<file path="src/rtl/stack_pkg.sv">
// Shared constants for the operand stack: default geometry and the
// effective-operation encoding used by stack_unit and its bench.
package stack_pkg;

    localparam int STACK_WIDTH = 8;
    localparam int STACK_DEPTH = 16;

    typedef logic [2:0] op_t;

    localparam op_t OP_NONE = 3'd0;
    localparam op_t OP_PUSH = 3'd1;
    localparam op_t OP_POP  = 3'd2;
    localparam op_t OP_TOP  = 3'd3;
    localparam op_t OP_REPL = 3'd4;

endpackage

</file>
<file path="src/rtl/stack_mem.sv">
// Stack storage: DEPTH x WIDTH register array with one synchronous write
// port and one asynchronous read port. Contents are never cleared.
module stack_mem #(
    parameter int WIDTH = 8,
    parameter int DEPTH = 16,
    localparam int AW = $clog2(DEPTH)
) (
    input  logic             clk,
    input  logic             we,
    input  logic [AW-1:0]    waddr,
    input  logic [WIDTH-1:0] wdata,
    input  logic [AW-1:0]    raddr,
    output logic [WIDTH-1:0] rdata
);

    logic [WIDTH-1:0] mem [DEPTH];

    always_ff @(posedge clk) begin
        if (we) begin
            mem[waddr] <= wdata;
        end
    end

    assign rdata = mem[raddr];

endmodule

</file>
<file path="src/rtl/stack_unit.sv">
// Operand stack with registered top-of-stack output, occupancy count and
// sticky overflow/underflow flags.
module stack_unit
    import stack_pkg::*;
#(
    parameter int WIDTH = STACK_WIDTH,
    parameter int DEPTH = STACK_DEPTH,
    localparam int PTR_W = $clog2(DEPTH) + 1
) (
    input  logic             clk,
    input  logic             rst,
    input  logic             push,
    input  logic             pop,
    input  logic             top,
    input  logic [WIDTH-1:0] d_in,
    output logic [WIDTH-1:0] d_out,
    output logic [PTR_W-1:0] count,
    output logic             empty,
    output logic             full,
    output logic             overflow,
    output logic             underflow
);

    localparam int AW = $clog2(DEPTH);

    // Strobes are single-cycle requests with no back-pressure: every strobe is
    // consumed in the cycle it is seen, and d_out reflects a top/pop one cycle later.
    logic [PTR_W-1:0] sp;
    logic [PTR_W-1:0] sp_m1;
    logic [WIDTH-1:0] tos;
    op_t              op;
    logic             set_ovf;
    logic             set_unf;
    logic             mem_we;
    logic [AW-1:0]    mem_waddr;

    assign sp_m1 = sp - PTR_W'(1);
    assign count = sp;
    assign empty = (sp == '0);
    assign full  = (sp == PTR_W'(DEPTH));

    always_comb begin
        op      = OP_NONE;
        set_ovf = 1'b0;
        set_unf = 1'b0;
        if (push && pop) begin
            if (!empty) begin
                op = OP_REPL;
            end else begin
                // DEPTH >= 2, so an empty stack is never full: the push lands.
                op      = OP_PUSH;
                set_unf = 1'b1;
            end
        end else if (pop) begin
            if (!empty) op = OP_POP;
            else        set_unf = 1'b1;
        end else if (push) begin
            if (!full) op = OP_PUSH;
            else       set_ovf = 1'b1;
        end else if (top) begin
            if (!empty) op = OP_TOP;
            else        set_unf = 1'b1;
        end
    end

    assign mem_we    = !rst && (op == OP_PUSH || op == OP_REPL);
    assign mem_waddr = (op == OP_REPL) ? sp_m1[AW-1:0] : sp[AW-1:0];

    stack_mem #(
        .WIDTH (WIDTH),
        .DEPTH (DEPTH)
    ) u_mem (
        .clk   (clk),
        .we    (mem_we),
        .waddr (mem_waddr),
        .wdata (d_in),
        .raddr (sp_m1[AW-1:0]),
        .rdata (tos)
    );

    always_ff @(posedge clk) begin
        if (rst) begin
            sp        <= '0;
            d_out     <= '0;
            overflow  <= 1'b0;
            underflow <= 1'b0;
        end else begin
            case (op)
                OP_PUSH: sp <= sp + PTR_W'(1);
                OP_POP: begin
                    sp    <= sp_m1;
                    d_out <= tos;
                end
                OP_TOP, OP_REPL: d_out <= tos;
                default: ;
            endcase
            overflow  <= overflow | set_ovf;
            underflow <= underflow | set_unf;
        end
    end

endmodule
</file>
<file path="config.mk">
export PLATFORM = sky130hd
export DESIGN_NAME = stack_unit
export DESIGN_NICKNAME = d
export VERILOG_FILES = /design/src/rtl/stack_pkg.sv /design/src/rtl/stack_mem.sv /design/src/rtl/stack_unit.sv
export SDC_FILE = /design/constraint.sdc
export NUM_CORES = 1
export LEC_CHECK = 0
export BUFFER_PORTS_ARGS = -buffer_cell sky130_fd_sc_hd__buf_2
export CAP_MARGIN = 20
export CORE_AREA = 8 8 130 132
export DETAILED_ROUTE_END_ITERATION = 8
export DIE_AREA = 0 0 138 140
export PLACE_DENSITY = 0.66
export SLEW_MARGIN = 20
export SYNTH_ARGS = -nofsm -noshare
export SYNTH_HDL_FRONTEND = slang
export SYNTH_SLANG_ARGS = --single-unit
</file>
<file path="constraint.sdc">
create_clock -name clk -period 4.8 [get_ports clk]
set_input_delay 0.24 -clock clk [delete_from_list [all_inputs] [get_ports clk]]
set_output_delay 0.24 -clock clk [all_outputs]
set_load 0.1 [all_outputs]
</file>
# Word-level counts from Yosys, hierarchy flattened
# Memory sizes are Yosys's and may differ from the RTL's. A register that Yosys moved wholly into a read port is not among the register bits.
# Cells that the tools add are included.
[totals]
mem_count = 1
output_inout_bits = 17
word_cells = 41
ramBits = 128
regBits = 7
[mem_list]
columns = ["memory", "words", "width", "rd", "rd_clocked_by_memory_dff", "wr", "line", "source"]
rows = [
  ["u_mem.mem", 16, 8, 1, 1, 1, "stack_mem.sv:16", "logic [WIDTH-1:0] mem [DEPTH];"],
]
[op_classes]
n_mux = 21
n_addsub = 2
reduce_logical = 7
eq_ne = 5
bitwise = 2
[ops]
columns = ["operator", "count"]
rows = [
  ["2-to-1 mux 1 bit", 12],
  ["2-to-1 mux 3 bit", 4],
  ["case mux 5 bit (2 select lines)", 1],
  ["equality test 3 x 2 -> 1 bit (second input constant)", 2],
  ["2-to-1 mux 2 bit", 3],
  ["adder 5 x 1 -> 5 bit (second input constant)", 1],
  ["equality test 5 bit (second input constant)", 1],
  ["logical NOT 5 bit", 1],
  ["subtractor 5 x 1 -> 5 bit (second input constant)", 1],
  ["2-to-1 mux 4 bit", 1],
  ["equality test 3 x 1 -> 1 bit (second input constant)", 1],
  ["equality test 3 bit (second input constant)", 1],
  ["OR reduction 3 bit", 1],
  ["logical AND 1 bit", 2],
  ["OR 1 bit", 2],
  ["nonzero test 2 bit", 1],
  ["logical NOT 1 bit", 1],
  ["logical OR 1 bit", 1],
]

# Longest topological paths before layout
# Gate-level depths: netlist of run 1.
[depth]
ltp_word = 11
mapped_depth = 11

# Cells and area by module
# A second synthesis of run 1 with hierarchy kept.
[hier_totals]
cells_unflattened = 325
hier_area_um2 = 5889.4
[by_module_without_submodules]
columns = ["module", "seq_area_each_um2", "instances", "area_per_inst_um2", "cells_each"]
rows = [
  ["stack_mem", 3843.7, 1, 4987.3, 221],
  ["stack_unit", 300.3, 1, 902.1, 104],
]

# Least setup slack after synthesis of run 1
# No wires, ideal clock.
[synth_path]
kind = "register to register"
start = "register sp[0] (netlist: count[0])"
end = "register sp[2] (netlist: count[2])"
path_stages_with_launch = 10
t_required_ns = 4.679
path_slack_ns = -1.245
t_arrival_ns = 5.924
period_less_slack_ns = 6.045
path_buffers = 3
path_cell_list = "dfxtp_1 > buf_2 > buf_2 > inv_1 > clkbuf_1 > ha_1 > nor4bb_1 > a211oi_2 > a22oi_1 > mux2_2"
[synth_rtl]
columns = ["element", "line", "source"]
rows = [
  ["from (decl)", "stack_unit.sv:28", "logic [PTR_W-1:0] sp;"],
  ["from (signal assigned)", "stack_unit.sv:89", "OP_PUSH: sp <= sp + PTR_W'(1);"],
  ["from (signal assigned)", "stack_unit.sv:91", "sp <= sp_m1;"],
  ["equality test 5 bit (*)", "stack_unit.sv:40", "assign full = (sp == PTR_W'(DEPTH));"],
  ["named net full", "stack_unit.sv:19", "output logic full,"],
  ["2-to-1 mux 1 bit (*)", "stack_unit.sv:58", "if (!full) op = OP_PUSH;"],
  ["2-to-1 mux 3 bit (*)", "stack_unit.sv:57", "end else if (push) begin"],
  ["2-to-1 mux 3 bit (*)", "stack_unit.sv:54", "end else if (pop) begin"],
  ["2-to-1 mux 3 bit (*)", "stack_unit.sv:46", "if (push && pop) begin"],
  ["equality test 3 x 2 -> 1 bit or equality test 3 x 1 -> 1 bit (tied branches)", "stack_unit.sv:88", "case (op)"],
  ["case mux 5 bit (2 select lines) or nonzero test 2 bit (tied branches)", "--", ""],
]
# The timed path passes the listed nets; every way through them passes the cells marked *.
# A chain may end at the register's enable or synchronous reset.

# Worst setup path in the final report of run 1
[layout_path]
start = "register sp[0] (netlist: count[0])"
end = "memory u_mem.mem[15][2] (enable)"
[layout_via]
elab_chain_cells = 11
[layout_lines]
columns = ["element", "line", "source"]
rows = [
  ["logical NOT 5 bit", "stack_unit.sv:39", "assign empty = (sp == '0);"],
  ["2-to-1 mux 2 bit", "stack_unit.sv:61", "if (!empty) op = OP_TOP;"],
  ["2-to-1 mux 2 bit", "stack_unit.sv:60", "end else if (top) begin"],
  ["2-to-1 mux 3 bit", "stack_unit.sv:57", ""],
  ["2-to-1 mux 3 bit", "stack_unit.sv:54", ""],
  ["2-to-1 mux 3 bit", "stack_unit.sv:46", ""],
  ["equality test 3 x 1 -> 1 bit or equality test 3 bit (tied branches)", "stack_unit.sv:66, stack_unit.sv:67", ""],
  ["logical OR 1 bit", "stack_unit.sv:66", "assign mem_we = !rst && (op == OP_PUSH || op == OP_REPL);"],
  ["logical AND 1 bit", "stack_unit.sv:66", ""],
  ["2-to-1 mux 1 bit", "stack_mem.sv:19", "if (we) begin"],
  ["2-to-1 mux 1 bit (not written as such)", "stack_mem.sv:20", "mem[waddr] <= wdata;"],
  ["to (decl)", "stack_mem.sv:16", ""],
]
# Parallel ways exist; a longest one is shown, timed or not.

==> results of run 1 <==
-- cells in the final DEF (no fill, tap or decap), types with 7 or more instances in the layout --
cell	n
edfxtp_1	128
mux4_2	32
buf_2	29
nor3_1	24
clkbuf_16	19
dfxtp_1	15
buf_4	12
mux2_2	11
mux2i_1	9
a221o_1	8
nor2_1	7
-- flip-flops by register name, summed over array words and instances, names as in the netlist --
signal     count
count          5
underflow      1
overflow       1
u_mem.mem    128
d_out          8
-- final cells by class --
class	instances	area share (%)
flip-flops and latches	143	61.1
multi-input cells	144	23.5
clock buffers	27	7.75
repair buffers	41	3.47
well taps	188	3.47
clock inverters	5	0.387
inverters	6	0.332
-- worst max-delay path, cell delays in order, from the launching register on --
cell,delay [ns]
dfxtp_1,0.31
inv_1,0.37
ha_1,0.28
or4b_2,0.66
inv_2,0.19
nor3b_1,0.11
xnor2_1,0.34
nor3_1,0.95
-- logic make-up (layout without fill, tap and decap cells) --
| logic type | after synthesis | count (layout) |
|---|---|---|
| AOI/OAI and AO/OA | 26 | 26 |
| xor gates and xnor gates | 5 | 5 |
| DFF | 143 | 143 |
| adders and majority gates | 3 | 3 |
| muxes | 52 | 52 |
| and+or+nand+nor | 58 | 58 |
| buffers and inverters | 21 | 79 |
-- worst min path at each step --
stage | from | end | cells after the start
after floorplan | d_in[0] | u_mem.mem[0][0]$_DFFE_PP_ | 0
after global placement | overflow$_SDFF_PP0_ | overflow$_SDFF_PP0_ | 2
after detailed placement | underflow$_SDFF_PP0_ | underflow$_SDFF_PP0_ | 2
after CTS | push | overflow$_SDFF_PP0_ | 3
after global routing | push | overflow$_SDFF_PP0_ | 3
final | push | overflow$_SDFF_PP0_ | 3
-- power breakdown --
part           total [W]  switching, W  leakage (nW)  internal [W]
clock network    0.00121      0.000461         0.276      0.000746
registers        0.00150     0.0000583          1.28       0.00145
logic            0.00145      0.000943         0.708      0.000509
total            0.00416       0.00146          2.26       0.00270
-- metrics by stage --
| stage | instances | utilization [%] | area (µm²) |
|---|---|---|---|
| after floorplan | 308 | - | 5790 |
| after global placement | 522 | 41.7 | 6200 |
| after detailed placement | 522 | 41.7 | 6200 |
| after CTS | 554 | 45.4 | 6750 |
| after global routing | 554 | 45.6 | 6780 |
| final | 554 | 45.6 | 6780 |
-- routing by layer --
layer  track usage, %  up-vias  part of all wire [%]  wire length, µm
met5                0        -                     0                0
met4             6.24        0                  0.94              116
met3             3.92        5                   6.6              809
met2             20.0       91                    49             5970
met1             16.9     1525                    44             5400
li1                 -     1375                     -                -
==> results.txt, run 1 <==
Row cnt -> 45
Setup Skew -> 0.00981 ns
Longest Clk Path Bufs -> 2
Die Y-Extent -> 140 µm
Sequential cell area fraction in the yosys report -> 71.6%
Largest net degree at the start of global routing -> 28
Yosys cell types -> 40
Vias per cell -> 5.41
CP arrival -> 3.62 ns
Total grt overflow -> 0
Total GRT Usage -> 13.2%
Clock transition at path regs -> 0.06 ns
Peak supply drop -> 0.300 mV
Worst Max-Slew Pin Slew -> 1.05 ns
WHS -> 0.136 ns
Final Power -> 0.00416 W
Simple-Gate Fraction of Synth Area -> 5.36%
Crit Path Class -> flop to flop
Port bufs -> 29
Post-Synthesis Cells -> 308
Yosys warning total -> 0
DRC errors left -> 0
# resized after CTS -> 0
Effective utilization at floorplan -> 38.9%
Final ANT Viol Nets -> 0
Die Wd -> 138 µm
Global-route wire length before repair -> 19,100 µm
Post-Syn Area -> 5790 µm²
Syn avg cell area -> 18.8 µm²
Mux share of post-synthesis cell area -> 16.1%
Top post-synthesis cells by area -> edfxtp_1 (66%), mux4_2 (12%), dfxtp_1 (5.2%)
Number of enable flip-flop cells after synthesis -> 128
# setup viols final -> 0
Vias post-DR -> 2,996
R2R setup slack -> 1.21 ns
Wire per inst -> 22.2 µm
Cts hold-fix bufs -> 0
Compound-Gate Fraction of Synth Area -> 3.65%
Hpwl dp -> 7980 µm
Multi-input logic area -> 1590 µm²
CTS buffer count -> 17
H-Tree Depth -> 4
Register area -> 4140 µm²
Power Density -> 614 nW/µm²
Vias in the first global route -> 3,137
Worst Reg-to-Reg Cells -> 7
Tmin final -> 3.59 ns
Root Buffer -> clkbuf_16
Startpoint Class -> flop
Critical Path RT -> 4.84 ns
Reg2reg start -> count[0]$_SDFFE_PP0P_
Slew Viols, Final -> 0
RSZ-0062 raised after global routing -> no
Biggest area consumer among synthesized cells -> edfxtp_1
Filler cells -> 1,269
Num ports -> 30
RD Place Congestion -> 0.780
TNS Setup -> 0 ns
Final worst setup slack -> 1.21 ns
Ys async rst share -> 0%
Initial antenna violation count -> 0
Layout net count -> 369
Post-synthesis adder-cell area fraction -> 0.649%
Cell with the most instances after synthesis -> edfxtp_1
Synth Register Bits -> 143
Critical R2R Capture -> u_mem.mem[15][2]$_DFFE_PP_
Max Freq -> 279 MHz
Die area -> 19,300 µm²
Post-synth top flop -> edfxtp_1
Share of the synthesized area in the top cell type -> 66.4%
CTS tree -> built
CTS sink count -> 143
Syn_nets -> 324
Worst-Skew Late Latency -> 0.42 ns
Worst-path maximum fanout -> 13
Drt total wl -> 12,300 µm
Status -> finished clean
Most common library cells after synthesis -> edfxtp_1 (128), mux4_2 (32), nor3_1 (30)
Core area -> 14,900 µm²
CP Capture Type -> flop
Syn-to-layout area delta -> 17.2%
XOR/XNOR Fraction of Synth Area -> 0.886%
Crit path from -> count[0]$_SDFFE_PP0P_
Largest family of logic cells by synthesized area -> multiplexers
Ratio of cells with drive above 1 in the final layout -> 33.3%
Final hold violation count -> 0
Worst slack, placed -> 1.18 ns
Rel. slew slack -> 29.5%
Pleak -> 2.26 nW
Critical Path Sink -> u_mem.mem[15][2]$_DFFE_PP_
Max-cap violations -> 0
DRT iter0 DRCs -> 258
Final Cycle Share -> 74.7%
ANT cells -> 0
Min-delay worst type -> input pin to flop
First drt pass iteration count -> 5
Post-CTS Setup Inserts -> 0
(Power assumes the default switching activity.)
==> inputs of run 2 (changes only) <==
==> constraint.sdc (replaced) <==
create_clock -name clk -period 3.4 [get_ports clk]
set_input_delay 0.17 -clock clk [delete_from_list [all_inputs] [get_ports clk]]
set_output_delay 0.17 -clock clk [all_outputs]
set_load 0.1 [all_outputs]
==> run 2 against run 1 <==
  * Non-clock buffer count unchanged
  * Via count up 2.5%
  * Worst hold slack worse by 0.051 ns
  * Register-to-register slack worse by 0.77 ns
  * Die area unchanged
  * Critical endpoint is now u_mem.mem[1][5]$_DFFE_PP_
  * Largest cell class unchanged
==> results.txt, run 2 (synthesis gave the netlist of run 1 again) <==
Largest net degree at the start of global routing -> 28 (unchanged)
DRT iter0 DRCs -> 255 (-1.2%)
Status -> finished clean
Wire per inst -> 22.1 µm (-0.45%)
Net Sw Frac -> 35.9% (+0.77 points)
Setup Skew -> 0.00937 ns (-0.000441 ns)
Commonest non-fill, non-tap cells in the layout -> edfxtp_1 (128), mux4_2 (32), buf_2 (29)
Power share of the combinational group -> 36.4% (+1.5 points)
Min-delay worst type -> input pin to flop
# resized after CTS -> 0 (unchanged)
Layout net count -> 369 (unchanged)
TNS Setup -> 0 ns (unchanged)
Power Density -> 879 nW/µm² (+43%)
Register area -> 4150 µm² (+0.12%)
Die Wd -> 138 µm (unchanged)
Global-route wire length before repair -> 19,600 µm (+2.8%)
Die area -> 19,300 µm² (unchanged)
Rel. slew slack -> 36.6% (+7.1 points)
Port bufs -> 29 (unchanged)
Slew Viols, Final -> 0 (unchanged)
Final ANT Viol Nets -> 0 (unchanged)
First drt pass iteration count -> 4 (-1)
Vias post-DR -> 3,070 (+2.5%)
Cts hold-fix bufs -> 0 (unchanged)
Max-cap violations -> 0 (unchanged)
Root Buffer -> clkbuf_16
Final hold violation count -> 0 (unchanged)
Drt total wl -> 12,200 µm (-0.45%)
Reg power frac -> 33.9% (-2.2 points)
CTS sink count -> 143 (unchanged)
Multi-input logic area -> 1830 µm² (+15%)
Worst-Skew Late Latency -> 0.41 ns (about the same)
H-Tree Depth -> 4 (unchanged)
Internal cell power -> 0.00398 W (+48%)
Peak supply drop -> 0.589 mV (+96%)
Final Cycle Share -> 86.9% (+12 points)
Initial antenna violation count -> 0 (unchanged)
Die Y-Extent -> 140 µm (unchanged)
Biggest register -> u_mem.mem
Critical Path RT -> 3.45 ns (-1.39 ns)
Crit Path Class -> flop to flop
CTS buffer count -> 17 (unchanged)
Total grt overflow -> 0 (unchanged)
Worst Reg-to-Reg Cells -> 6 (-1)
Vias in the first global route -> 3,181 (+1.4%)
Hpwl dp -> 7860 µm (-1.5%)
Longest Clk Path Bufs -> 2 (unchanged)
ANT cells -> 0 (unchanged)
Tmin final -> 2.95 ns (-0.632 ns)
DP Area -> 6470 µm² (+4.4%)
Row cnt -> 45 (unchanged)
CTS tree -> built
Worst-path maximum fanout -> 8 (-5)
Filler cells -> 1,234 (-2.8%)
RSZ-0062 raised after global routing -> no
Effective utilization at floorplan -> 38.9% (unchanged)
RD Place Congestion -> 0.799 (+2.5%)
CP Capture Type -> flop
Post-CTS Setup Inserts -> 0 (unchanged)
Max FFs per register -> 128 (unchanged)
Total GRT Usage -> 13.4% (+0.24 points)
Vias per cell -> 5.54 (+2.5%)
Final instance area -> 7070 µm² (+4.2%)
Pleak -> 2.37 nW (+4.9%)
NetSw -> 0.00223 W (+53%)
DRC errors left -> 0 (unchanged)
Core area -> 14,900 µm² (unchanged)
# setup viols final -> 0 (unchanged)
Clock transition at path regs -> 0.06 ns (about the same)
Worst Max-Slew Pin Slew -> 0.947 ns (-0.102 ns)
Startpoint Class -> flop
Num ports -> 30 (unchanged)
CP arrival -> 3.00 ns (-0.62 ns)
Syn-to-layout area delta -> 22.1%
Final Power -> 0.00622 W (+49%)
Hold path depth -> 3 (unchanged)
Max Freq -> 339 MHz (+21%)
Commonest non-fill, non-tap cell in the layout -> edfxtp_1
Ratio of cells with drive above 1 in the final layout -> 39.3% (+6.0 points)
Clock network power share -> 29.7% (+0.7 points)
==> run 2: final timing paths <==
path	startpoint	to	slack (ns)
hold reg to reg	underflow$_SDFF_PP0_	underflow$_SDFF_PP0_	0.48
setup / recovery	count[1]$_SDFFE_PP0P_	u_mem.mem[1][5]$_DFFE_PP_	0.45
hold / removal	push	overflow$_SDFF_PP0_	0.08
setup reg to reg	count[1]$_SDFFE_PP0P_	u_mem.mem[1][5]$_DFFE_PP_	0.45
==> run 2: power by group through the flow <==
stage | Sequential [W] | Combinational, W | Clock, W
detailed placement | 0.00214 | 0.00229 | 0
floorplan | 0.00258 | 0.00139 | 0
CTS | 0.00211 | 0.00230 | 0.00187
global route | 0.00213 | 0.00240 | 0.00193
finish | 0.00211 | 0.00226 | 0.00184
global placement | 0.00214 | 0.00228 | 0
==> run 2: through the flow <==
stage / instances / hold slack (ns) / setup slack, ns / util, %
after floorplan: 308 / 0.269 / 0.0235 / -
after global placement: 522 / 0.454 / 0.463 / 43.6
after detailed placement: 522 / 0.462 / 0.393 / 43.6
after CTS: 554 / 0.0850 / 0.387 / 47.6
after global routing: 554 / 0.112 / 0.241 / 47.6
final: 554 / 0.0849 / 0.446 / 47.6
==> run 2: layout make-up <==
| cell class | count | share of cell area, % |
|---|---|---|
| Timing Repair Buffer | 41 | 3.33 |
| Clock buffer | 18 | 6.07 |
| Tap cell | 188 | 3.33 |
| Multi-Input combinational cell | 144 | 25.8 |
| Sequential cell | 143 | 58.7 |
| Inverter | 6 | 0.389 |
| Clock inverter | 14 | 2.34 |
==> run 2: routing by layer <==
metal	vias up	wire [µm]	GRT usage (%)	part of all wire, %
met5	-	0	0	0
met4	0	149	5.15	1.2
met3	11	615	4.19	5.0
met2	81	6300	21.7	51
met1	1602	5180	16.4	42
li1	1376	-	-	-
==> run 2: critical path: stages, from the launching register on <==
cell	delay (ns)
dfxtp_2	0.35
inv_1	0.17
ha_1	0.24
or4b_2	0.70
nand3_1	0.26
a31oi_2	0.30
nor3_4	0.56
==> inputs of run 3 (changes only) <==
--- a/config.mk
+++ b/config.mk
@@ -8,6 +8,7 @@
 export BUFFER_PORTS_ARGS = -buffer_cell sky130_fd_sc_hd__buf_2
 export CAP_MARGIN = 20
 export CORE_AREA = 8 8 130 132
+export CTS_BUF_LIST = sky130_fd_sc_hd__clkbuf_8
 export DETAILED_ROUTE_END_ITERATION = 8
 export DIE_AREA = 0 0 138 140
 export PLACE_DENSITY = 0.66
==> constraint.sdc (replaced) <==
create_clock -name clk -period 3.4 [get_ports clk]
set_input_delay 0.68 -clock clk [delete_from_list [all_inputs] [get_ports clk]]
set_output_delay 0.68 -clock clk [all_outputs]
set_load 0.1 [all_outputs]
==> run 3 against run 2 <==
  * Routed wire length shrank 3.5%
  * Combinational power is 2% higher
  * Fmax shrank 0.75%
  * Sequential cell count did not move
  * Utilization fell by 1.2 points
  * Cell count increased by 0.18%
  * Sequential share of layout area up 1.5 points
  * First-iteration DRC count shrank 28%
  * Design area down 2.5%
  * Global-route usage shrank 0.38 points
  * Critical path type unchanged
  * Largest power group unchanged
==> results.txt, run 3 (synthesis gave the netlist of run 1 again) <==
Biggest register -> u_mem.mem
Peak supply drop -> 0.306 mV (-48%)
CP cell instances -> inv_1 -> ha_1 -> or4b_2 -> inv_6 -> nor3b_4 -> xor2_4 -> nor3_2
Drt total wl -> 11,800 µm (-3.5%)
Max Freq -> 336 MHz (-0.75%)
Die Wd -> 138 µm (unchanged)
Status -> finished clean
Fin util -> 46.4% (-1.2 points)
CP Capture Type -> flop
Crit path depth -> 7 (+1)
TNS Setup -> 0 ns (unchanged)
Crit Path Class -> flop to flop
Startpoint Class -> flop
Longest Clk Path Bufs -> 2 (unchanged)
DRT iter0 DRCs -> 184 (-28%)
Setup Skew -> 0.00811 ns (-0.00126 ns)
CTS tree -> built
Filler cells -> 1,246 (+0.97%)
Critical Path RT -> 3.48 ns (+0.03 ns)
Root Buffer -> clkbuf_8
Cell family with most CP delay -> simple AND/OR/NAND/NOR gates
Total GRT Usage -> 13.0% (-0.38 points)
DRC errors left -> 0 (unchanged)
Commonest non-fill, non-tap cells in the layout -> edfxtp_1 (128), mux4_2 (32), buf_2 (28)
Worst path max stage delay -> 0.71 ns (about the same)
Commonest non-fill, non-tap cell in the layout -> edfxtp_1
Crit path buf inv count -> 2 (+1)
Vias per cell -> 5.40 (-2.5%)
Initial antenna violation count -> 0 (unchanged)
Rel. slew slack -> 39.6% (+3.1 points)
Syn-to-layout area delta -> 19.1%
CTS sink count -> 143 (unchanged)
Multi-input logic area -> 1830 µm² (unchanged)
Max FFs per register -> 128 (unchanged)
ANT cells -> 0 (unchanged)
Worst path slowest cell -> or4b_2
Final Cycle Share -> 87.5% (+0.66 points)
Slew Viols, Final -> 0 (unchanged)
RSZ-0062 raised after global routing -> no
Worst-path maximum fanout -> 10 (+2)
Total grt overflow -> 0 (unchanged)
Global-route wire length before repair -> 19,000 µm (-3.1%)
Worst slack, placed -> 0.450 ns (+0.0577 ns)
CP arrival -> 3.05 ns (+0.05 ns)
Pleak -> 2.31 nW (-2.5%)
Worst Reg-to-Reg Cells -> 7 (+1)
Die Y-Extent -> 140 µm (unchanged)
Ratio of cells with drive above 1 in the final layout -> 37.6% (-1.7 points)
Post-CTS Setup Inserts -> 0 (unchanged)
Power Density -> 836 nW/µm² (-5.0%)
# setup viols final -> 0 (unchanged)
# resized after CTS -> 0 (unchanged)
RD Place Congestion -> 0.801 (+0.23%)
Core area -> 14,900 µm² (unchanged)
WHS -> 0.468 ns (+0.383 ns)
Wire per inst -> 21.3 µm (-3.7%)
Cts hold-fix bufs -> 0 (unchanged)
Port bufs -> 29 (unchanged)
Tmin final -> 2.98 ns (+0.0223 ns)
Min-delay worst type -> flop to flop
Final hold violation count -> 0 (unchanged)
Worst Max-Slew Pin Slew -> 0.902 ns (-0.0456 ns)
Layout net count -> 370 (+0.27%)
H-Tree Depth -> 4 (unchanged)
Num ports -> 30 (unchanged)
Register area -> 4150 µm² (unchanged)
Clock transition at path regs -> 0.07 ns (about the same)
Row cnt -> 45 (unchanged)
Final worst setup slack -> 0.424 ns (-0.0223 ns)
Vias in the first global route -> 3,244 (+2.0%)
Largest net degree at the start of global routing -> 28 (unchanged)
CTS buffer count -> 17 (unchanged)
First drt pass iteration count -> 4 (unchanged)
Max-cap violations -> 0 (unchanged)
Die area -> 19,300 µm² (unchanged)
Final ANT Viol Nets -> 0 (unchanged)
Hold path depth -> 2 (-1)
Hpwl dp -> 8010 µm (+1.9%)
Worst-Skew Late Latency -> 0.45 ns (+0.04 ns)
Effective utilization at floorplan -> 38.9% (unchanged)
Vias post-DR -> 2,998 (-2.3%)
[run 3: cell types whose count changed in the layout (fill, tap and decap cells not counted), sizes merged]
| cell | delta |
|---|---|
| buf | +1 |
| bufinv | +1 |
| clkbuf | -1 |
| clkinv | -1 |
| clkinvlp | -2 |
| inv | +3 |
[run 3: per-stage QoR]
stage	cell area [µm²]	total power, W	instances
floorplan	6080	0.00397	308
global placement	6500	0.00445	523
detailed placement	6500	0.00448	523
CTS	6890	0.00582	555
global route	6890	0.00601	555
finish	6890	0.00576	555
[run 3: worst reg2reg max path: stages, from the launching register on]
cell and delay, ns:
dfxtp_2 0.37, inv_1 0.18, ha_1 0.24, or4b_2 0.71
inv_6 0.16, nor3b_4 0.09, xor2_4 0.24, nor3_2 0.63
[run 3: layer usage]
metal,routed length [µm],track usage (%),share of wire [%],vias up
met5,0,0,0,-
met4,277,6.29,2.3,0
met3,487,4.29,4.1,19
met2,5880,20.5,50,65
met1,5160,15.8,44,1547
li1,-,-,-,1367
[run 3: cell type report]
class | count | share of cell area (%)
sequential | 143 | 60.2
multi-input combinational | 144 | 26.5
timing repair buffer | 42 | 3.74
tap | 188 | 3.41
clock buffer | 17 | 3.40
clock inverter | 15 | 2.34
inverter | 6 | 0.399
[run 3: worst paths after layout]
check,from,end,slack [ns]
max,count[1]$_SDFFE_PP0P_,u_mem.mem[6][7]$_DFFE_PP_,0.42
max reg2reg,count[1]$_SDFFE_PP0P_,u_mem.mem[6][7]$_DFFE_PP_,0.42
min,underflow$_SDFF_PP0_,underflow$_SDFF_PP0_,0.47
min reg2reg,underflow$_SDFF_PP0_,underflow$_SDFF_PP0_,0.47
[run 3: where the power goes]
part,internal (W),switching (W)
Sequential,0.00204,0.0000618
Clock,0.000769,0.000576
Combinational,0.000831,0.00148
Total,0.00364,0.00212
